`src/rtl/bip_control.sv`:
```
// BIP processor control unit: fetch/decode/execute sequencer
// driving the accumulator datapath and data-memory strobes.
module bip_control #(
    parameter int NB_ADDR     = 11,
    parameter int NB_OPCODE   = 5,
    parameter int NB_OPERANDO = 11,
    parameter int NB_DATA     = 16,
    parameter int NB_SEL_A    = 2,
    parameter int NB_COUNT    = 16
) (
    input  logic                   i_clk,
    input  logic                   i_rst,
    input  logic                   i_start,
    input  logic [NB_DATA-1:0]     i_instruction,
    output logic [NB_ADDR-1:0]     o_pm_addr,
    output logic                   o_pm_en,
    output logic [NB_OPERANDO-1:0] o_ram_addr,
    output logic                   o_rdRam,
    output logic                   o_wrRam,
    output logic [NB_SEL_A-1:0]    o_selA,
    output logic                   o_selB,
    output logic                   o_wrAcc,
    output logic [NB_OPCODE-1:0]   o_op,
    output logic [NB_OPERANDO-1:0] o_operando,
    output logic                   o_halt,
    output logic [NB_COUNT-1:0]    o_inst_count
);

    localparam logic [NB_OPCODE-1:0] OP_HLT  = NB_OPCODE'(0);
    localparam logic [NB_OPCODE-1:0] OP_STO  = NB_OPCODE'(1);
    localparam logic [NB_OPCODE-1:0] OP_LD   = NB_OPCODE'(2);
    localparam logic [NB_OPCODE-1:0] OP_LDI  = NB_OPCODE'(3);
    localparam logic [NB_OPCODE-1:0] OP_ADD  = NB_OPCODE'(4);
    localparam logic [NB_OPCODE-1:0] OP_ADDI = NB_OPCODE'(5);
    localparam logic [NB_OPCODE-1:0] OP_SUB  = NB_OPCODE'(6);
    localparam logic [NB_OPCODE-1:0] OP_SUBI = NB_OPCODE'(7);

    localparam logic [NB_SEL_A-1:0] SEL_MEM = NB_SEL_A'(0);
    localparam logic [NB_SEL_A-1:0] SEL_IMM = NB_SEL_A'(1);
    localparam logic [NB_SEL_A-1:0] SEL_ALU = NB_SEL_A'(2);

    typedef enum logic [2:0] {
        S_IDLE,
        S_FETCH,
        S_DECODE,
        S_EXEC,
        S_HALT
    } state_t;

    state_t                 state;
    state_t                 state_next;
    logic [NB_ADDR-1:0]     pc;
    logic [NB_DATA-1:0]     ir;
    logic [NB_COUNT-1:0]    count;
    logic [NB_COUNT-1:0]    count_inc;
    logic [NB_OPCODE-1:0]   pm_op;
    logic [NB_OPERANDO-1:0] pm_arg;
    logic [NB_OPCODE-1:0]   ir_op;
    logic [NB_OPERANDO-1:0] ir_arg;

    assign pm_op  = i_instruction[NB_DATA-1 -: NB_OPCODE];
    assign pm_arg = i_instruction[NB_OPERANDO-1:0];
    assign ir_op  = ir[NB_DATA-1 -: NB_OPCODE];
    assign ir_arg = ir[NB_OPERANDO-1:0];

    // Completed-instruction count sticks at all-ones instead of wrapping
    assign count_inc = (&count) ? count : count + NB_COUNT'(1);

    assign o_pm_addr    = pc;
    assign o_inst_count = count;

    // State register
    always_ff @(posedge i_clk) begin
        if (i_rst) begin
            state <= S_IDLE;
        end else begin
            state <= state_next;
        end
    end

    // PC, instruction register and instruction counter
    always_ff @(posedge i_clk) begin
        if (i_rst) begin
            pc    <= '0;
            ir    <= '0;
            count <= '0;
        end else begin
            if (state == S_DECODE) begin
                ir <= i_instruction;
                if (pm_op == OP_HLT) begin
                    count <= count_inc;
                end
            end
            if (state == S_EXEC) begin
                pc    <= pc + NB_ADDR'(1);
                count <= count_inc;
            end
        end
    end

    // Next-state and datapath/strobe decode
    always_comb begin
        state_next = state;
        o_pm_en    = 1'b0;
        o_ram_addr = '0;
        o_rdRam    = 1'b0;
        o_wrRam    = 1'b0;
        o_selA     = '0;
        o_selB     = 1'b0;
        o_wrAcc    = 1'b0;
        o_op       = '0;
        o_operando = '0;
        o_halt     = 1'b0;
        unique case (state)
            S_IDLE: begin
                if (i_start) begin
                    state_next = S_FETCH;
                end
            end
            S_FETCH: begin
                o_pm_en    = 1'b1;
                state_next = S_DECODE;
            end
            S_DECODE: begin
                o_ram_addr = pm_arg;
                // Memory operand is requested here so it is valid in EXEC
                o_rdRam = (pm_op == OP_LD) || (pm_op == OP_ADD)
                       || (pm_op == OP_SUB);
                if (pm_op == OP_HLT) begin
                    state_next = S_HALT;
                end else begin
                    state_next = S_EXEC;
                end
            end
            S_EXEC: begin
                o_op       = ir_op;
                o_operando = ir_arg;
                o_ram_addr = ir_arg;
                state_next = S_FETCH;
                case (ir_op)
                    OP_STO: o_wrRam = 1'b1;
                    OP_LD: begin
                        o_selA  = SEL_MEM;
                        o_wrAcc = 1'b1;
                    end
                    OP_LDI: begin
                        o_selA  = SEL_IMM;
                        o_wrAcc = 1'b1;
                    end
                    OP_ADD, OP_SUB: begin
                        o_selA  = SEL_ALU;
                        o_wrAcc = 1'b1;
                    end
                    OP_ADDI, OP_SUBI: begin
                        o_selA  = SEL_ALU;
                        o_selB  = 1'b1;
                        o_wrAcc = 1'b1;
                    end
                    default: ;
                endcase
            end
            S_HALT: begin
                o_halt = 1'b1;
            end
            default: begin
                state_next = S_IDLE;
            end
        endcase
    end

endmodule

```
`config.mk`:
```
export PLATFORM = sky130hd
export DESIGN_NAME = bip_control
export DESIGN_NICKNAME = d
export VERILOG_FILES = /design/src/rtl/bip_control.sv
export SDC_FILE = /design/constraint.sdc
export NUM_CORES = 1
export LEC_CHECK = 0
export ABC_AREA = 1
export CAP_MARGIN = 25
export CORE_ASPECT_RATIO = 1.5
export CORE_UTILIZATION = 41
export DETAILED_ROUTE_END_ITERATION = 10
export HOLD_SLACK_MARGIN = 0.08
export PLACE_DENSITY = 0.8
export SYNTH_ARGS = -nofsm -noshare
export SYNTH_HDL_FRONTEND = slang
export SYNTH_SLANG_ARGS = --single-unit
```
`constraint.sdc`:
```
create_clock -name i_clk -period 1.3 [get_ports i_clk]
set_input_delay 0.13 -clock i_clk [delete_from_list [all_inputs] [get_ports i_clk]]
set_output_delay 0.13 -clock i_clk [all_outputs]
set_load 0.01 [all_outputs]
```
Word level (Yosys, flattened, before mapping). Cells that the tools add are included.

Input bits: 19. Register bits: 46. Logic and storage cells: 55.

Equal/unequal tests: 15. Bitwise logic cells: 1. Reductions and logical operators: 12. Multiplexer cells: 21. Add/subtract/negate cells: 2.

Operators with widths (count): $mux 16 (4); $eq 5x3->1 const B (6); $pmux 11 s2 (1); $add 16x1->16 const B (1); $reduce_and 16->1 (1); $eq 5x2->1 const B (3); $pmux 3 s5 (1); $add 11x1->11 const B (1); $mux 11 (1); $mux 1 (9); $eq 3x2->1 const B (2); $mux 3 (2); $reduce_or 6->1 (1); $eq 5x1->1 const B (1); $logic_not 5->1 (1); $mux 5 (1); $pmux 2 s2 (1); $reduce_and 2->1 (2); $reduce_bool 2->1 (2); $reduce_or 4->1 (1); $eq 3x1->1 const B (1); $eq 3x3->1 const B (1); $logic_not 3->1 (1); $logic_or 1x1->1 (2); other kinds (4) (4).

Longest topological paths before layout.
Depth in word-level cells: 5. Depth in mapped cells: 11.

Least setup slack after synthesis. OpenSTA, ideal clock, no wires.

Kind: register to register. Start: reg count[0], in the netlist o_inst_count[0]. End: reg count[0], in the netlist o_inst_count[0]. Slack: -0.191 ns. Data required time: 1.172 ns. Period minus slack after synthesis: 1.491 ns. Arrival: 1.363 ns. Buffers on the path: 1. Cell stages (with the launch flop): 12. Cell sequence: dfxtp_1 -> ha_1 -> nand3_1 -> inv_1 -> nand2_1 -> nor2_1 -> nor2_1 -> buf_4 -> nand2_4 -> nand2_1 -> nand2_1 -> nor2_1.

Word-level cells in the longest chain between the ends: 5. Elaborated cells between the ends (all ways): 6. Classes of those cells: add/sub: 1; mux: 4; reduce/logical: 1.

Ends and longest elaborated chain: start: declaration (RTL line 54) `logic [NB_COUNT-1:0] count;`; start signal: assignment (RTL line 91) `count <= count_inc;`; start signal: assignment (RTL line 96) `count <= count_inc;`; $add 16x1->16 or $reduce_and 16->1 (tied branches) (RTL line 67) `assign count_inc = (&count) ? count : count + NB_COUNT'(1);`; $mux 16 * (RTL line 67); $mux 16 (RTL line 90) `if (pm_op == OP_HLT) begin`; $mux 16 (RTL line 88) `if (state == S_DECODE) begin`; $mux 16 * (RTL line 94) `if (state == S_EXEC) begin`.

Every way passes the cells marked *; elsewhere a longest branch is shown, timed or not. The select of a mux whose other input is x is not followed. A chain may end at the register's enable or synchronous reset.

Final worst setup path.
Start: reg state[1]. End: out o_ram_addr[5].

Word-level cells in the longest chain between the ends: 2. Elaborated cells between the ends (all ways): 3. Classes of those cells: eq/ne: 2; mux: 1.

Ends and longest elaborated chain: start: declaration (RTL line 50) `state_t state;`; start signal: assignment (RTL line 77) `state <= state_next;`; $eq 3x2->1 (RTL line 114) `unique case (state)`; $pmux 11 s2 * (RTL line 114); end: declaration (RTL line 17) `output logic [NB_OPERANDO-1:0] o_ram_addr,`.

Every way passes the cells marked *; elsewhere a longest branch is shown, timed or not.

==> impl_metrics.yaml <==
critical_path:
  crit_path_max_fanout: 19
  cp.required_ns: 1.17
  rr_worst_depth: 10
  worstPathCellList: "inv_2, nor2_4, nand2_4, buf_4, o21ai_0, clkdlybuf4s15_2"
  timing_worst_setup_path_type: "reg2out"
  worst_ep_arrival_time_ns: 1.52
  regToRegEndpoint: "ir[0]"
  cp_slowest_cell: "sky130_fd_sc_hd__dfxtp_2"
  worst_path_largest_cell_delay_ns: 0.36
  crit_path_end_kind: "output pin"
  timing.reg2reg.setup_slack_ns: -0.30
  crit-reg2reg-launch: "state[1]"
  worst_setup_path_start_kind: "register"
  cp-startpoint: "state[1]"
routing:
  drc: 0
  antenna_left: 0
  vias: 3126
  route.detailed.wl_per_inst_um: 12.9
  detailedRoute.firstIterationViolations: 157
  drt_pre_antenna_iters: 4
  route.detailed.vias_per_inst: 4.95
  drt_wl_total_um: 8180
floorplanning:
  io_pins: 81
  core_um2: 5740
  initial_utilization_pct: 42.4
  die_x_um: 64.9
  die_h_um: 96.4
  placement_rows: 34
  floorplan.die_area_um2: 6260
synthesis:
  synth.yosys.warnings: 0
  ys_seq_elements: 46
  syn_inst: 398
  synth.net_count: 419
  netlist_area_um2: 2430
  post_synth_num_cell_types: 27
  avg_inst_size_synth_um2: 6.12
  synth.yosys.seq_area_share_pct: 37.8
  synth_top_cell_by_area: "sky130_fd_sc_hd__dfxtp_1"
  synth_largest_type_area_fraction_pct: 37.8
  yosys-top-cells-area: "sky130_fd_sc_hd__dfxtp_1 38%, sky130_fd_sc_hd__nand2_1 16%, sky130_fd_sc_hd__nor2_1 12%"
timing:
  slew_at_the_pin_closest_to_its_max_slew_limit_ns: 0.332
  slew_headroom_pct: 77.8
  clock_skew_ns: 0.00506
  finalMaxSlewViolations: 0
  hold_violations: 0
  timing.final.setup_violations: 77
  post-route-period-util_pct: 127
  final_worst_path_setup_slack_ns: -0.349
  clock.fmax_mhz: 607
  whs_ns: 0.413
  rsz0062_at_grt: "yes"
  final_period_minus_worst_setup_slack_ns: 1.65
place:
  gpl.final_weighted_congestion: 0.789
  place.detailed.hpwl_um: 5390
  port-buffer-count: 80
clock_network:
  clock_sinks: 46
  cts_made_buffers: 5
  root_buffer: "sky130_fd_sc_hd__clkbuf_8"
  cts_tree: "built"
  cts.clk_slew.worst_paths_ns: 0.09
  later_pin_clock_latency_in_the_skew_report_ns: 0.30
  cts_h_tree_lvls: 2
  cts_hold_buf: 0
  cts_buffer_depth: 2
grt:
  grt_first_pass_wirelength_um: 11900
  grt_pass1_vias: 2751
  largest_net_degree_at_the_start_of_global_routing: 25
  groute.usage.overall_pct: 24.4
  overflow: 0
  antenna_found_initial: 0
finish:
  insertedDiodeCount: 0
  synthToLayoutAreaGrowth_pct: 76.8
  layout-drive-gt1-share_pct: 39.5
  finish.utilization_pct: 75.0
  design.final.nets: 580
status:
  violations: "negative setup slack"
  status: "finished, violations left"
flow_run:
  max_cap_violations: 0
power:
  report.power.total_mw: 3.58
  cellPowerDensity_nw_per_um2: 831
  power.leakage_nw: 1.93
  vdd_drop_max_uv: 601
worst_hold_path:
  startpoint_of_the_worst_hold_path: "i_instruction[3]"
  worst_hold_path_cells: 3
  worstHoldPathType: "in2reg"
  min_delay_worst_endpoint: "ir[3]"
[state kept, by name (all words and copies together) (netlist names)]
| register | cells |
|---|---|
| o_pm_addr | 11 |
| state | 3 |
| ir | 16 |
| o_inst_count | 16 |
[how the worst max path moves through the flow]
| stage | endpoint | slack [ns] |
|---|---|---|
| final | o_ram_addr[5] | -0.35 |
| after global routing | o_ram_addr[5] | -0.42 |
| after CTS | o_selB | -0.41 |
| after detailed placement | o_ram_addr[8] | -0.41 |
| after global placement | o_ram_addr[9] | -0.37 |
| after floorplan | o_selA[0] | -0.04 |
[synthesized netlist by cell type]
| master | instances |
|---|---|
| sky130_fd_sc_hd__nand2_1 | 103 |
| sky130_fd_sc_hd__nor2_1 | 78 |
| sky130_fd_sc_hd__inv_1 | 59 |
| sky130_fd_sc_hd__dfxtp_1 | 46 |
| sky130_fd_sc_hd__o21ai_0 | 27 |
| sky130_fd_sc_hd__a21oi_1 | 25 |
| sky130_fd_sc_hd__nand3_1 | 17 |
| sky130_fd_sc_hd__clkbuf_1 | 7 |
| sky130_fd_sc_hd__buf_2 | 5 |
| sky130_fd_sc_hd__nand4_1 | 4 |
| sky130_fd_sc_hd__nor3_1 | 4 |
| sky130_fd_sc_hd__nor4_1 | 4 |
| sky130_fd_sc_hd__ha_1 | 2 |
| sky130_fd_sc_hd__inv_2 | 2 |
| sky130_fd_sc_hd__nor2_2 | 2 |
| sky130_fd_sc_hd__xor2_1 | 2 |
| sky130_fd_sc_hd__a311oi_1 | 1 |
| sky130_fd_sc_hd__a31oi_1 | 1 |
| sky130_fd_sc_hd__and2_1 | 1 |
| sky130_fd_sc_hd__and3_1 | 1 |
| sky130_fd_sc_hd__buf_1 | 1 |
| sky130_fd_sc_hd__buf_4 | 1 |
| sky130_fd_sc_hd__nand2_2 | 1 |
| sky130_fd_sc_hd__nand2_4 | 1 |
| sky130_fd_sc_hd__nand3b_1 | 1 |
| sky130_fd_sc_hd__nor2_4 | 1 |
| sky130_fd_sc_hd__xnor2_1 | 1 |
[through the flow]
| stage | area, um2 | TNS (ns) | std cells | setup WS, ns |
|---|---|---|---|---|
| after CTS | 4040 | -17.68 | 623 | -0.412 |
| after detailed placement | 3830 | -20.88 | 604 | -0.408 |
| final | 4310 | -16.32 | 632 | -0.349 |
| after global routing | 4310 | -22.34 | 632 | -0.420 |
| after global placement | 3830 | -18.27 | 604 | -0.368 |
| after floorplan | 2480 | -0.183 | 398 | -0.0358 |
[cell families after synthesis]
| family | synth area share (%) |
|---|---|
| buffers and inverters | 12.0 |
| AO/OA/AOI/OAI | 11.3 |
| XOR/XNOR | 1.08 |
| adder cells (fa/ha/maj) | 1.03 |
| flip-flops | 37.8 |
| AND/OR/NAND/NOR | 36.8 |
[worst max-delay path: cells and delay by family (launching register included)]
family / cells / cell delay [ns]
flops: 1 / 0.36
buf+inv: 3 / 0.50
compound gates: 1 / 0.15
simple gates: 2 / 0.20
[metal layers]
| metal | vias to the layer above | part of all wire [%] | track usage, % |
|---|---|---|---|
| met4 | 0 | 3.1 | 10.7 |
| li1 | 1550 | - | - |
| met5 | - | 0 | 0 |
| met3 | 21 | 3.3 | 3.76 |
| met2 | 81 | 57 | 47.9 |
| met1 | 1474 | 37 | 24.9 |
[timing repair]
action / CTS / global route
gates resized for setup: 193 / 84
cloned: 1 / 0
pin swaps: 8 / 25
buffers inserted: 10 / 12
setup endpoints to repair: 103 / 77
[cells in the final DEF (no fill, tap or decap), types with 9 or more instances in the layout]
cell / Yosys / final
sky130_fd_sc_hd__a21oi_1: 25 / 15
sky130_fd_sc_hd__a21oi_2: 0 / 10
sky130_fd_sc_hd__buf_2: 5 / 19
sky130_fd_sc_hd__buf_4: 1 / 73
sky130_fd_sc_hd__buf_6: 0 / 15
sky130_fd_sc_hd__clkdlybuf4s15_2: 0 / 9
sky130_fd_sc_hd__clkdlybuf4s50_1: 0 / 18
sky130_fd_sc_hd__dfxtp_1: 46 / 31
sky130_fd_sc_hd__dfxtp_2: 0 / 11
sky130_fd_sc_hd__dlygate4sd2_1: 0 / 31
sky130_fd_sc_hd__inv_1: 59 / 53
sky130_fd_sc_hd__nand2_1: 103 / 82
sky130_fd_sc_hd__nand2_2: 1 / 19
sky130_fd_sc_hd__nand3_1: 17 / 12
sky130_fd_sc_hd__nor2_1: 78 / 64
sky130_fd_sc_hd__nor2_2: 2 / 9
sky130_fd_sc_hd__o21ai_0: 27 / 12
[area by class of cell]
cell class / count / area, um2
fill: 430 / 1440
inverter: 61 / 235
multi-input combinational: 277 / 1530
timing repair buffer: 168 / 1420
clock buffer: 5 / 68.8
sequential: 46 / 950
tap: 72 / 90.1
clock inverter: 3 / 16.3
[where the power goes]
group | leakage [nW] | total (mW) | internal, mW | switching (mW)
clock network | 0.0416 | 0.887 | 0.370 | 0.518
logic | 1.51 | 1.13 | 0.560 | 0.574
registers | 0.381 | 1.56 | 1.49 | 0.0702
total | 1.93 | 3.58 | 2.42 | 1.16
Note: power is estimated with default switching activity, not from simulation.
